**config.mk**
```make
export PLATFORM = sky130hd
export DESIGN_NAME = measure_rx_flat
export DESIGN_NICKNAME = d
export VERILOG_FILES = /design/src/rtl/measure_rx_pkg.sv /design/src/rtl/measure_rx_if.sv /design/src/rtl/measure_rx_window.sv /design/src/rtl/measure_rx.sv /design/src/flat_wrapper.sv
export SDC_FILE = /design/constraint.sdc
export NUM_CORES = 1
export LEC_CHECK = 0
export BUFFER_PORTS_ARGS = -buffer_cell sky130_fd_sc_hd__clkbuf_2
export CAP_MARGIN = 10
export CORE_AREA = 4 4 179 181
export CTS_CLUSTER_DIAMETER = 80
export DETAILED_ROUTE_END_ITERATION = 10
export DIE_AREA = 0 0 183 185
export PLACE_DENSITY = 0.76
export SLEW_MARGIN = 20
export SYNTH_ARGS = -nofsm -noshare
export SYNTH_HDL_FRONTEND = slang
export SYNTH_HIERARCHICAL = 1
export SYNTH_SLANG_ARGS = --single-unit
```
**constraint.sdc**
```tcl
create_clock -name sys_clk -period 10.25 [get_ports sys_clk]
set_clock_uncertainty 0.05 [all_clocks]
set_input_delay 1.025 -clock sys_clk [delete_from_list [all_inputs] [get_ports sys_clk]]
set_output_delay 1.025 -clock sys_clk [all_outputs]
set_load 0.02 [all_outputs]
```
**src/rtl/measure_rx_pkg.sv**
```systemverilog
// measure_rx_pkg: shared constants, state encoding and bundles
// for the XGMII measurement-frame receiver.
package measure_rx_pkg;

  localparam logic [39:0] MAGIC_CODE = 40'hA5C3_5A3C_E1;

  localparam logic [7:0] XG_START = 8'hFB;
  localparam logic [7:0] XG_TERM  = 8'hFD;
  localparam logic [7:0] XG_ERR   = 8'hFE;
  localparam logic [7:0] XG_IDLE  = 8'h07;

  localparam logic [7:0] ETH_IPV4_HI = 8'h08;
  localparam logic [7:0] ETH_IPV4_LO = 8'h00;
  localparam logic [7:0] IPV4_VIHL   = 8'h45;
  localparam logic [7:0] IP_PROTO_UDP = 8'h11;

  localparam logic [1:0] ST_IDLE = 2'd0;
  localparam logic [1:0] ST_HDR  = 2'd1;
  localparam logic [1:0] ST_BODY = 2'd2;
  localparam logic [1:0] ST_DROP = 2'd3;

  typedef struct packed {
    logic [31:0] len;
    logic [23:0] lat;
    logic [31:0] ip;
  } frame_t;

  function automatic logic [7:0] xg_lane(
    input logic [63:0] d,
    input int          k
  );
    return d[8*k +: 8];
  endfunction

  function automatic logic [31:0] sat_add(
    input logic [31:0] a,
    input logic [31:0] b
  );
    logic [32:0] s;
    s = {1'b0, a} + {1'b0, b};
    return s[32] ? 32'hFFFF_FFFF : s[31:0];
  endfunction

endpackage

```
**src/rtl/measure_rx_if.sv**
```systemverilog
// measure_rx_if: XGMII receive bus (64-bit data, 8 control flags).
// master drives the bus, slave (the receiver) samples it.
interface measure_rx_if;
  logic [63:0] xgmii_rxd;
  logic [7:0]  xgmii_rxc;

  modport master (output xgmii_rxd, output xgmii_rxc);
  modport slave  (input  xgmii_rxd, input  xgmii_rxc);
endinterface

```
**src/rtl/measure_rx_window.sv**
```systemverilog
// measure_rx_window: one-second window counter, saturating frame/byte
// accumulators and registered stats (pps, throughput, latency, ip).
module measure_rx_window
  import measure_rx_pkg::*;
#(
  parameter int unsigned SEC_CYCLES = 156250000
) (
  input  logic        clk_i,
  input  logic        rst_ni,
  input  logic        done_i,
  input  frame_t      frame_i,
  output logic [31:0] pps_o,
  output logic [31:0] tput_o,
  output logic [23:0] lat_o,
  output logic [31:0] ip_o
);

  localparam logic [31:0] RELOAD = 32'(SEC_CYCLES - 1);

  logic [31:0] cnt_q, cnt_d;
  logic [31:0] accp_q, accp_d;
  logic [31:0] accb_q, accb_d;
  logic [31:0] pps_q, pps_d;
  logic [31:0] tput_q, tput_d;
  logic [23:0] lat_q, lat_d;
  logic [31:0] ip_q, ip_d;
  logic        tick;
  logic [31:0] accp_b, accb_b;

  assign tick = (cnt_q == 32'd0);

  always_comb begin
    cnt_d  = tick ? RELOAD : cnt_q - 32'd1;
    pps_d  = tick ? accp_q : pps_q;
    tput_d = tick ? accb_q : tput_q;
    // a frame finishing on the tick belongs to the new window
    accp_b = tick ? 32'd0 : accp_q;
    accb_b = tick ? 32'd0 : accb_q;
    accp_d = accp_b;
    accb_d = accb_b;
    lat_d  = lat_q;
    ip_d   = ip_q;
    if (done_i) begin
      accp_d = sat_add(accp_b, 32'd1);
      accb_d = sat_add(accb_b, frame_i.len);
      lat_d  = frame_i.lat;
      ip_d   = frame_i.ip;
    end
  end

  always_ff @(posedge clk_i or negedge rst_ni) begin
    if (!rst_ni) begin
      cnt_q  <= RELOAD;
      accp_q <= '0;
      accb_q <= '0;
      pps_q  <= '0;
      tput_q <= '0;
      lat_q  <= '0;
      ip_q   <= '0;
    end else begin
      cnt_q  <= cnt_d;
      accp_q <= accp_d;
      accb_q <= accb_d;
      pps_q  <= pps_d;
      tput_q <= tput_d;
      lat_q  <= lat_d;
      ip_q   <= ip_d;
    end
  end

  assign pps_o  = pps_q;
  assign tput_o = tput_q;
  assign lat_o  = lat_q;
  assign ip_o   = ip_q;

endmodule

```
**src/rtl/measure_rx.sv**
```systemverilog
// measure_rx: parses XGMII measurement frames (IPv4/UDP + magic),
// ports: sys_clk, sys_rst_n, xgmii bus, global_counter, rx_* stats.
module measure_rx
  import measure_rx_pkg::*;
#(
  parameter int unsigned SEC_CYCLES = 156250000,
  parameter logic [39:0] MAGIC_CODE = measure_rx_pkg::MAGIC_CODE
) (
  input  logic        sys_clk,
  input  logic        sys_rst_n,
  measure_rx_if.slave xgmii,
  input  logic [31:0] global_counter,
  output logic [31:0] rx_pps,
  output logic [31:0] rx_throughput,
  output logic [23:0] rx_latency,
  output logic [31:0] rx_ipv4_ip
);

  logic [63:0] rxd;
  logic [7:0]  rxc;
  logic [1:0]  state_q, state_d;
  logic [15:0] idx_q, idx_d, idx_inc, idx_m1;
  logic [31:0] ip_q, ip_d;
  logic [23:0] lat_q, lat_d;
  logic        term, ctl_err, hdr_ok;
  logic        idle_w, start_w, done;
  logic [3:0]  tlane;
  logic [7:0]  pre_mask;
  frame_t      frame;

  assign rxd = xgmii.xgmii_rxd;
  assign rxc = xgmii.xgmii_rxc;

  // lowest lane carrying a terminate; 8 when none
  always_comb begin
    term  = 1'b0;
    tlane = 4'd8;
    for (int k = 7; k >= 0; k--) begin
      if (rxc[k] && xg_lane(rxd, k) == XG_TERM) begin
        term  = 1'b1;
        tlane = 4'(k);
      end
    end
  end

  // any control character ahead of the terminate aborts the frame
  assign pre_mask = (8'd1 << tlane) - 8'd1;
  assign ctl_err  = |(rxc & pre_mask);

  assign start_w = (rxc == 8'h01) && (rxd[7:0] == XG_START);
  assign idle_w  = (rxc == 8'hFF) && (rxd == {8{XG_IDLE}});

  always_comb begin
    hdr_ok = 1'b1;
    unique case (1'b1)
      idx_q == 16'd2:
        hdr_ok = xg_lane(rxd, 4) == ETH_IPV4_HI &&
                 xg_lane(rxd, 5) == ETH_IPV4_LO &&
                 xg_lane(rxd, 6) == IPV4_VIHL;
      idx_q == 16'd3:
        hdr_ok = xg_lane(rxd, 7) == IP_PROTO_UDP;
      idx_q == 16'd6:
        hdr_ok = {xg_lane(rxd, 2), xg_lane(rxd, 3),
                  xg_lane(rxd, 4), xg_lane(rxd, 5),
                  xg_lane(rxd, 6)} == MAGIC_CODE;
      default: hdr_ok = 1'b1;
    endcase
  end

  assign idx_inc = (&idx_q) ? idx_q : idx_q + 16'd1;
  assign idx_m1  = idx_q - 16'd1;

  assign done = (state_q == ST_BODY) && term &&
                !ctl_err && (idx_q >= 16'd8);

  always_comb begin
    state_d = state_q;
    idx_d   = idx_q;
    ip_d    = ip_q;
    lat_d   = lat_q;
    unique case (1'b1)
      state_q == ST_IDLE: begin
        if (start_w) begin
          state_d = ST_HDR;
          idx_d   = 16'd1;
        end
      end
      state_q == ST_HDR: begin
        idx_d = idx_inc;
        if (idx_q == 16'd4)
          ip_d = {xg_lane(rxd, 2), xg_lane(rxd, 3),
                  xg_lane(rxd, 4), xg_lane(rxd, 5)};
        if (idx_q == 16'd7) begin
          lat_d   = global_counter[23:0] -
                    {xg_lane(rxd, 0), xg_lane(rxd, 1),
                     xg_lane(rxd, 2)};
          state_d = ST_BODY;
        end
        if (!hdr_ok || ctl_err)
          state_d = ST_DROP;
      end
      state_q == ST_BODY: begin
        idx_d = idx_inc;
        if (ctl_err)
          state_d = ST_DROP;
      end
      default: begin
        idx_d = idx_inc;
        if (idle_w)
          state_d = ST_IDLE;
      end
    endcase
    if (state_q != ST_IDLE && term)
      state_d = ST_IDLE;
    if (state_d == ST_IDLE)
      idx_d = 16'd0;
  end

  always_ff @(posedge sys_clk or negedge sys_rst_n) begin
    if (!sys_rst_n) begin
      state_q <= ST_IDLE;
      idx_q   <= '0;
      ip_q    <= '0;
      lat_q   <= '0;
    end else begin
      state_q <= state_d;
      idx_q   <= idx_d;
      ip_q    <= ip_d;
      lat_q   <= lat_d;
    end
  end

  always_comb begin
    frame.len = {13'd0, idx_m1, 3'd0} + {28'd0, tlane};
    frame.lat = lat_q;
    frame.ip  = ip_q;
  end

  measure_rx_window #(
    .SEC_CYCLES(SEC_CYCLES)
  ) u_window (
    .clk_i  (sys_clk),
    .rst_ni (sys_rst_n),
    .done_i (done),
    .frame_i(frame),
    .pps_o  (rx_pps),
    .tput_o (rx_throughput),
    .lat_o  (rx_latency),
    .ip_o   (rx_ipv4_ip)
  );

endmodule

```
**src/flat_wrapper.sv**
```systemverilog
// flat-port wrapper written by rule: the top's interface ports become plain ports
module measure_rx_flat import measure_rx_pkg::*;
#(
  parameter int unsigned SEC_CYCLES = 156250000,
  parameter logic [39:0] MAGIC_CODE = measure_rx_pkg::MAGIC_CODE
)
  (sys_clk, sys_rst_n, global_counter, rx_pps, rx_throughput, rx_latency, rx_ipv4_ip, xgmii_xgmii_rxd, xgmii_xgmii_rxc);
  measure_rx_if xgmii_i ();
  input  logic sys_clk;
  input  logic sys_rst_n;
  input  logic [31:0] global_counter;
  output logic [31:0] rx_pps;
  output logic [31:0] rx_throughput;
  output logic [23:0] rx_latency;
  output logic [31:0] rx_ipv4_ip;
  input wire logic [$bits(xgmii_i.xgmii_rxd)-1:0] xgmii_xgmii_rxd;
  input wire logic [$bits(xgmii_i.xgmii_rxc)-1:0] xgmii_xgmii_rxc;
  assign xgmii_i.xgmii_rxd = xgmii_xgmii_rxd;
  assign xgmii_i.xgmii_rxc = xgmii_xgmii_rxc;
  measure_rx #(.SEC_CYCLES(SEC_CYCLES), .MAGIC_CODE(MAGIC_CODE)) u_core (.sys_clk(sys_clk), .sys_rst_n(sys_rst_n), .xgmii(xgmii_i), .global_counter(global_counter), .rx_pps(rx_pps), .rx_throughput(rx_throughput), .rx_latency(rx_latency), .rx_ipv4_ip(rx_ipv4_ip));
endmodule
```
Word-level counts from Yosys, hierarchy flattened

Cells that the tools add are included.

Add/subtract/negate cells: 8
Magnitude comparators: 1
Equal/unequal tests: 25
Shifts and indexed selects: 1
Mux-type cells: 35
Bitwise gates (word level): 1
Reduce and logical (&&, ||, !) cells: 29

Operator list:

| operator                                                                             | number |
|---|---|
| 32-bit two-way mux                                                                   | 7 |
| 8-bit equality test, second input constant                                           | 10 |
| 64-bit by 59-bit equality test with 1-bit output, second input constant              | 1 |
| 16-bit two-way mux                                                                   | 4 |
| 16-bit by 3-bit equality test with 1-bit output, second input constant               | 3 |
| 40-bit equality test, second input constant                                          | 1 |
| 32-bit by 1-bit adder with 33-bit output, second input constant                      | 1 |
| 32-bit by 32-bit adder with 33-bit output                                            | 1 |
| 16-bit by 2-bit equality test with 1-bit output, second input constant               | 2 |
| 32-bit zero test                                                                     | 1 |
| 4-bit two-way mux                                                                    | 8 |
| 32-bit by 1-bit subtractor with 32-bit output, second input constant                 | 1 |
| 24-bit subtractor                                                                    | 1 |
| 19-bit by 4-bit adder with 20-bit output                                             | 1 |
| 16-bit by 1-bit adder with 16-bit output, second input constant                      | 1 |
| 16-bit by 4-bit greater-or-equal comparator with 1-bit output, second input constant | 1 |
| 1-bit logical AND                                                                    | 16 |
| 16-bit AND reduction                                                                 | 1 |
| 16-bit by 1-bit subtractor with 16-bit output, second input constant                 | 1 |
| 2-bit two-way mux                                                                    | 6 |
| 8-bit bitwise AND                                                                    | 1 |
| 8-bit by 1-bit equality test with 1-bit output, second input constant                | 1 |
| 8-bit by 4-bit equality test with 1-bit output, second input constant                | 1 |
| 8-bit by 5-bit equality test with 1-bit output, second input constant                | 1 |
| other kinds (17)                                                                     | 28 |

Register bits after elaboration: 290
Input bits: 106
Output and inout bits: 120
Logic and storage cells: 111

Depth between registers and ports, before layout

Depth in word-level cells: 21
Mapped depth: 24
Depth with buffers taken out: 21

Cells and area by module

Netlist, hierarchy kept.

By module, submodules not included:

| module            | instances | cells each | area an instance (um^2) | sequential area each (um^2) |
|---|---|---|---|---|
| measure_rx_window | 1         | 1051       | 10625.2                 | 5422.7 |
| measure_rx        | 1         | 689        | 5895.7                  | 1851.8 |

Worst setup path before layout

Ideal clock, no wire load.

Path kind: input-to-reg
Start: input xgmii_xgmii_rxc[6]
End: register u_core.u_window.accb_q[0]
Data arrival time: 5839 ps
Required time: 10079 ps
Path slack: 4240 ps
Cell stages on the path: 22
Buffers on the path: 3
Cells stage by stage: and4_1 -> and4_1 -> nor4_1 -> and2_1 -> ha_1 -> nor3b_1 -> or4b_1 -> buf_2 -> or3_1 -> a31oi_1 -> xnor2_1 -> ha_1 -> clkbuf_1 -> a31o_2 -> a21oi_1 -> o31ai_1 -> a21oi_1 -> o21ai_1 -> a21oi_1 -> clkbuf_1 -> inv_2 -> o22a_1

RTL lines:

| what                 | RTL line                | RTL |
|---|---|---|
| from (decl)          | flat_wrapper.sv:17      | `input wire logic [$bits(xgmii_i.xgmii_rxc)-1:0] xgmii_xgmii_rxc;` |
| to (signal assigned) | measure_rx_window.sv:55 | `accb_q <= '0;` |
| to (signal assigned) | measure_rx_window.sv:63 | `accb_q <= accb_d;` |
| to (decl)            | measure_rx_window.sv:22 | `logic [31:0] accb_q, accb_d;` |

==> out/qor.txt <==
Status: finished, final reports clean
Post-DP HPWL: 30500 um
Hold slack: 0.409 ns
Synth area leader: dfrtp_1
Number of synthesized flops with an enable pin: 0
Async S/R FF share, synth: 100%
Commonest non-fill, non-tap cell in the layout: nand2_1
Seq cells post-synth: 290
Residual antenna-violating net count after detailed routing: 0
Startpoint types: primary input
Clock latency on the worst-skew pair: 0.55 ns
DR iter-0 viols: 1011
Worst-path clk slew: 0.06 ns
DR pass1 iterations: 5
Post-Syn Instances: 1740
Fill cells: 2577
Die H: 185 um
Post-CTS setup buffer count: 0
Remaining routing DRC violations: 0
Largest net degree at the start of global routing: 104
Worst Hold Class: flop to flop
Row cnt: 64
Pwr Density: 152 nW/um^2
CTS tree: yes
Setup-failing EPs final: 0
Initial Util: 54.3%
Max Buffers Root-to-Sink: 3
Ant diodes: 0
Die ar.: 33900 sq um
Fin area: 18900 sq um
Yosys top cell area share: 41.8%
Yosys warnings: 6
Period utilization: 67.3%
Grt ovf: 0
Vias in the first global route: 13.6k
Vias: 13.7k
Die Wd: 183 um
Tmin final: 6.90 ns
Crit-path cells: clkbuf_2, and4_1, and4_1, nor4_1, and2_1, ha_1, nor3b_1, or4b_1, nor4_1, xnor2_1, ha_1, and3_1, a31o_2, a21oi_1, o31ai_1, a21oi_1, o21ai_1, a21oi_2, buf_4, inv_2, o22a_1
RePlAce Congestion: 0.923
Layout Area Growth over Synthesis: 14.4%
CTS Hold Buffers Added: 0
H-tree depth: 1
Core region area: 30400 sq um
WL/cell: 17.9 um
Final hold violations: 0
Synth Cell Area: 16500 sq um
Most frequent cells in the layout: nand2_1 (311), dfrtp_1 (276), clkbuf_2 (216)
WP data required: 10.64 ns
Post-DP Area: 17900 sq um
Largest cells by area after synthesis: dfrtp_1 (42%), nand2_1 (7.1%), mux2_2 (6.3%)
TritonCTS buffer count: 30
Initial antenna violation count: 2
Unrepaired setup endpoints after global routing: false
TritonCTS Sinks: 290
Total GRT Usage: 24.5%
Biggest cell delay along the critical path: 0.63 ns
Register area share after synthesis: 44.0%
First-pass GRT wire length: 69300 um
VDD IR max: 127 uV
Via density: 5.82
Kind of critical path: primary input to flop
Slew of the pin with the lowest slew margin: 0.894 ns
Ratio of cells with drive above 1 in the final layout: 21.1%
Root Buffer: clkbuf_16
Finished Layout Cells: 2354
I/O pins: 226
Max-Cap Viols: 0
Synth cell types: 92
CP Max Fanout: 18
Critical path arrival: 7.29 ns
Post-CTS Resized: 0
Slowest-stage cell, CP: or4b_1
Top FF cell, synth: dfrtp_1
Post-Place Cells: 2298
Fmax: 145 MHz
Slew HR: 40.4%
Critical Path End Type: flop
Routed WL: 42100 um
Final setup TNS: 0 ns
Syn Area/Cell: 9.49 sq um
Leak Pwr: 9.43 nW
I/O Buffers: 217
Slew Viols, Final: 0
# nets final: 2106
-- cells by family (layout without fill, tap and decap cells) --
family / Yosys count / after routing / synth area share, %
AOI/OAI and AO/OA: 313 / 313 / 12.9
adders and majority gates: 66 / 66 / 5.09
DFF: 290 / 290 / 44.0
and+or+nand+nor: 724 / 724 / 21.9
other: 1 / 12 / 0.0227
xor gates and xnor gates: 117 / 117 / 6.20
buffers and inverters: 136 / 343 / 3.48
muxes: 93 / 93 / 6.33
-- per-stage QoR --
stage | power (mW) | setup slack [ns] | util, %
floorplan | 1.62 | 4.24 | -
detailed placement | 1.77 | 2.84 | 58.8
global placement | 1.75 | 2.94 | 58.8
finish | 2.87 | 3.35 | 62.1
CTS | 2.88 | 3.37 | 62.1
global route | 3.00 | 2.95 | 62.1
-- flip-flops by register name (all words and copies together) (netlist names) --
signal,cells
u_core/u_window/accb_q,32
u_core/idx_q,16
u_core/lat_q,24
u_core/u_window/pps_o,32
u_core/u_window/tput_o,32
u_core/u_window/cnt_q,32
u_core/ip_q,32
u_core/u_window/ip_o,32
u_core/u_window/lat_o,24
u_core/u_window/accp_q,32
u_core/state_q,2
-- synth_stat cells (all sizes together), types with 16 or more instances --
master   number
nand3        57
nor2b        16
nand2       312
nor2         86
a21o         30
xor2         51
inv          60
a2bb2oi      29
nor3         39
clkbuf       62
nand2b       16
and3         19
a21oi        61
and2         47
nand4        32
nor4         30
o21ai        68
ha           64
xnor2        66
dfrtp       276
mux2         92
-- where the power goes --
part	switching (mW)	internal (mW)	leakage [nW]
logic	0.326	0.205	5.12
clock network	0.453	0.652	0.486
registers	0.0495	1.18	3.82
-- worst paths after layout --
check / endpoint / depth (start not counted) / slack (ns) / start
max: u_core/u_window/accb_q[0] / 21 / 3.35 / xgmii_xgmii_rxc[6]
min: u_core/u_window/tput_o[29] / 2 / 0.41 / u_core/u_window/accb_q[29]
max reg2reg: u_core/u_window/accb_q[0] / 18 / 3.79 / u_core/u_window/cnt_q[4]
min reg2reg: u_core/u_window/tput_o[29] / 2 / 0.41 / u_core/u_window/accb_q[29]
max in group asynchronous: u_core/ip_q[9] / 3 / 7.55 / sys_rst_n
min in group asynchronous: u_core/u_window/pps_o[26] / 1 / 0.46 / sys_rst_n
-- area by class of cell --
type,count,area (sq um),share of cell area [%]
timing repair buffer,227,1170,6.20
tap,396,495,2.62
inverter,60,225,1.19
clock inverter,12,144,0.761
multi-input combinational,1325,8730,46.2
clock buffer,44,855,4.52
sequential,290,7270,38.5
-- worst max-delay path, delay by kind of cell --
kind | cells | cell delay, ns
adders and majority gates | 2 | 0.55
AOI/OAI and AO/OA | 7 | 1.74
buffers and inverters | 3 | 0.58
and+or+nand+nor | 8 | 3.18
xor gates and xnor gates | 1 | 0.23
-- per-layer routing --
metal  vias to the layer above  wire [um]  track usage (%)
met4                         4       1130             6.67
li1                       6565          -                -
met3                        78       2850             4.71
met2                       484      19700             41.1
met5                         -         27                0
met1                      6565      18400             32.9
Note: power is estimated with default switching activity, not from simulation.
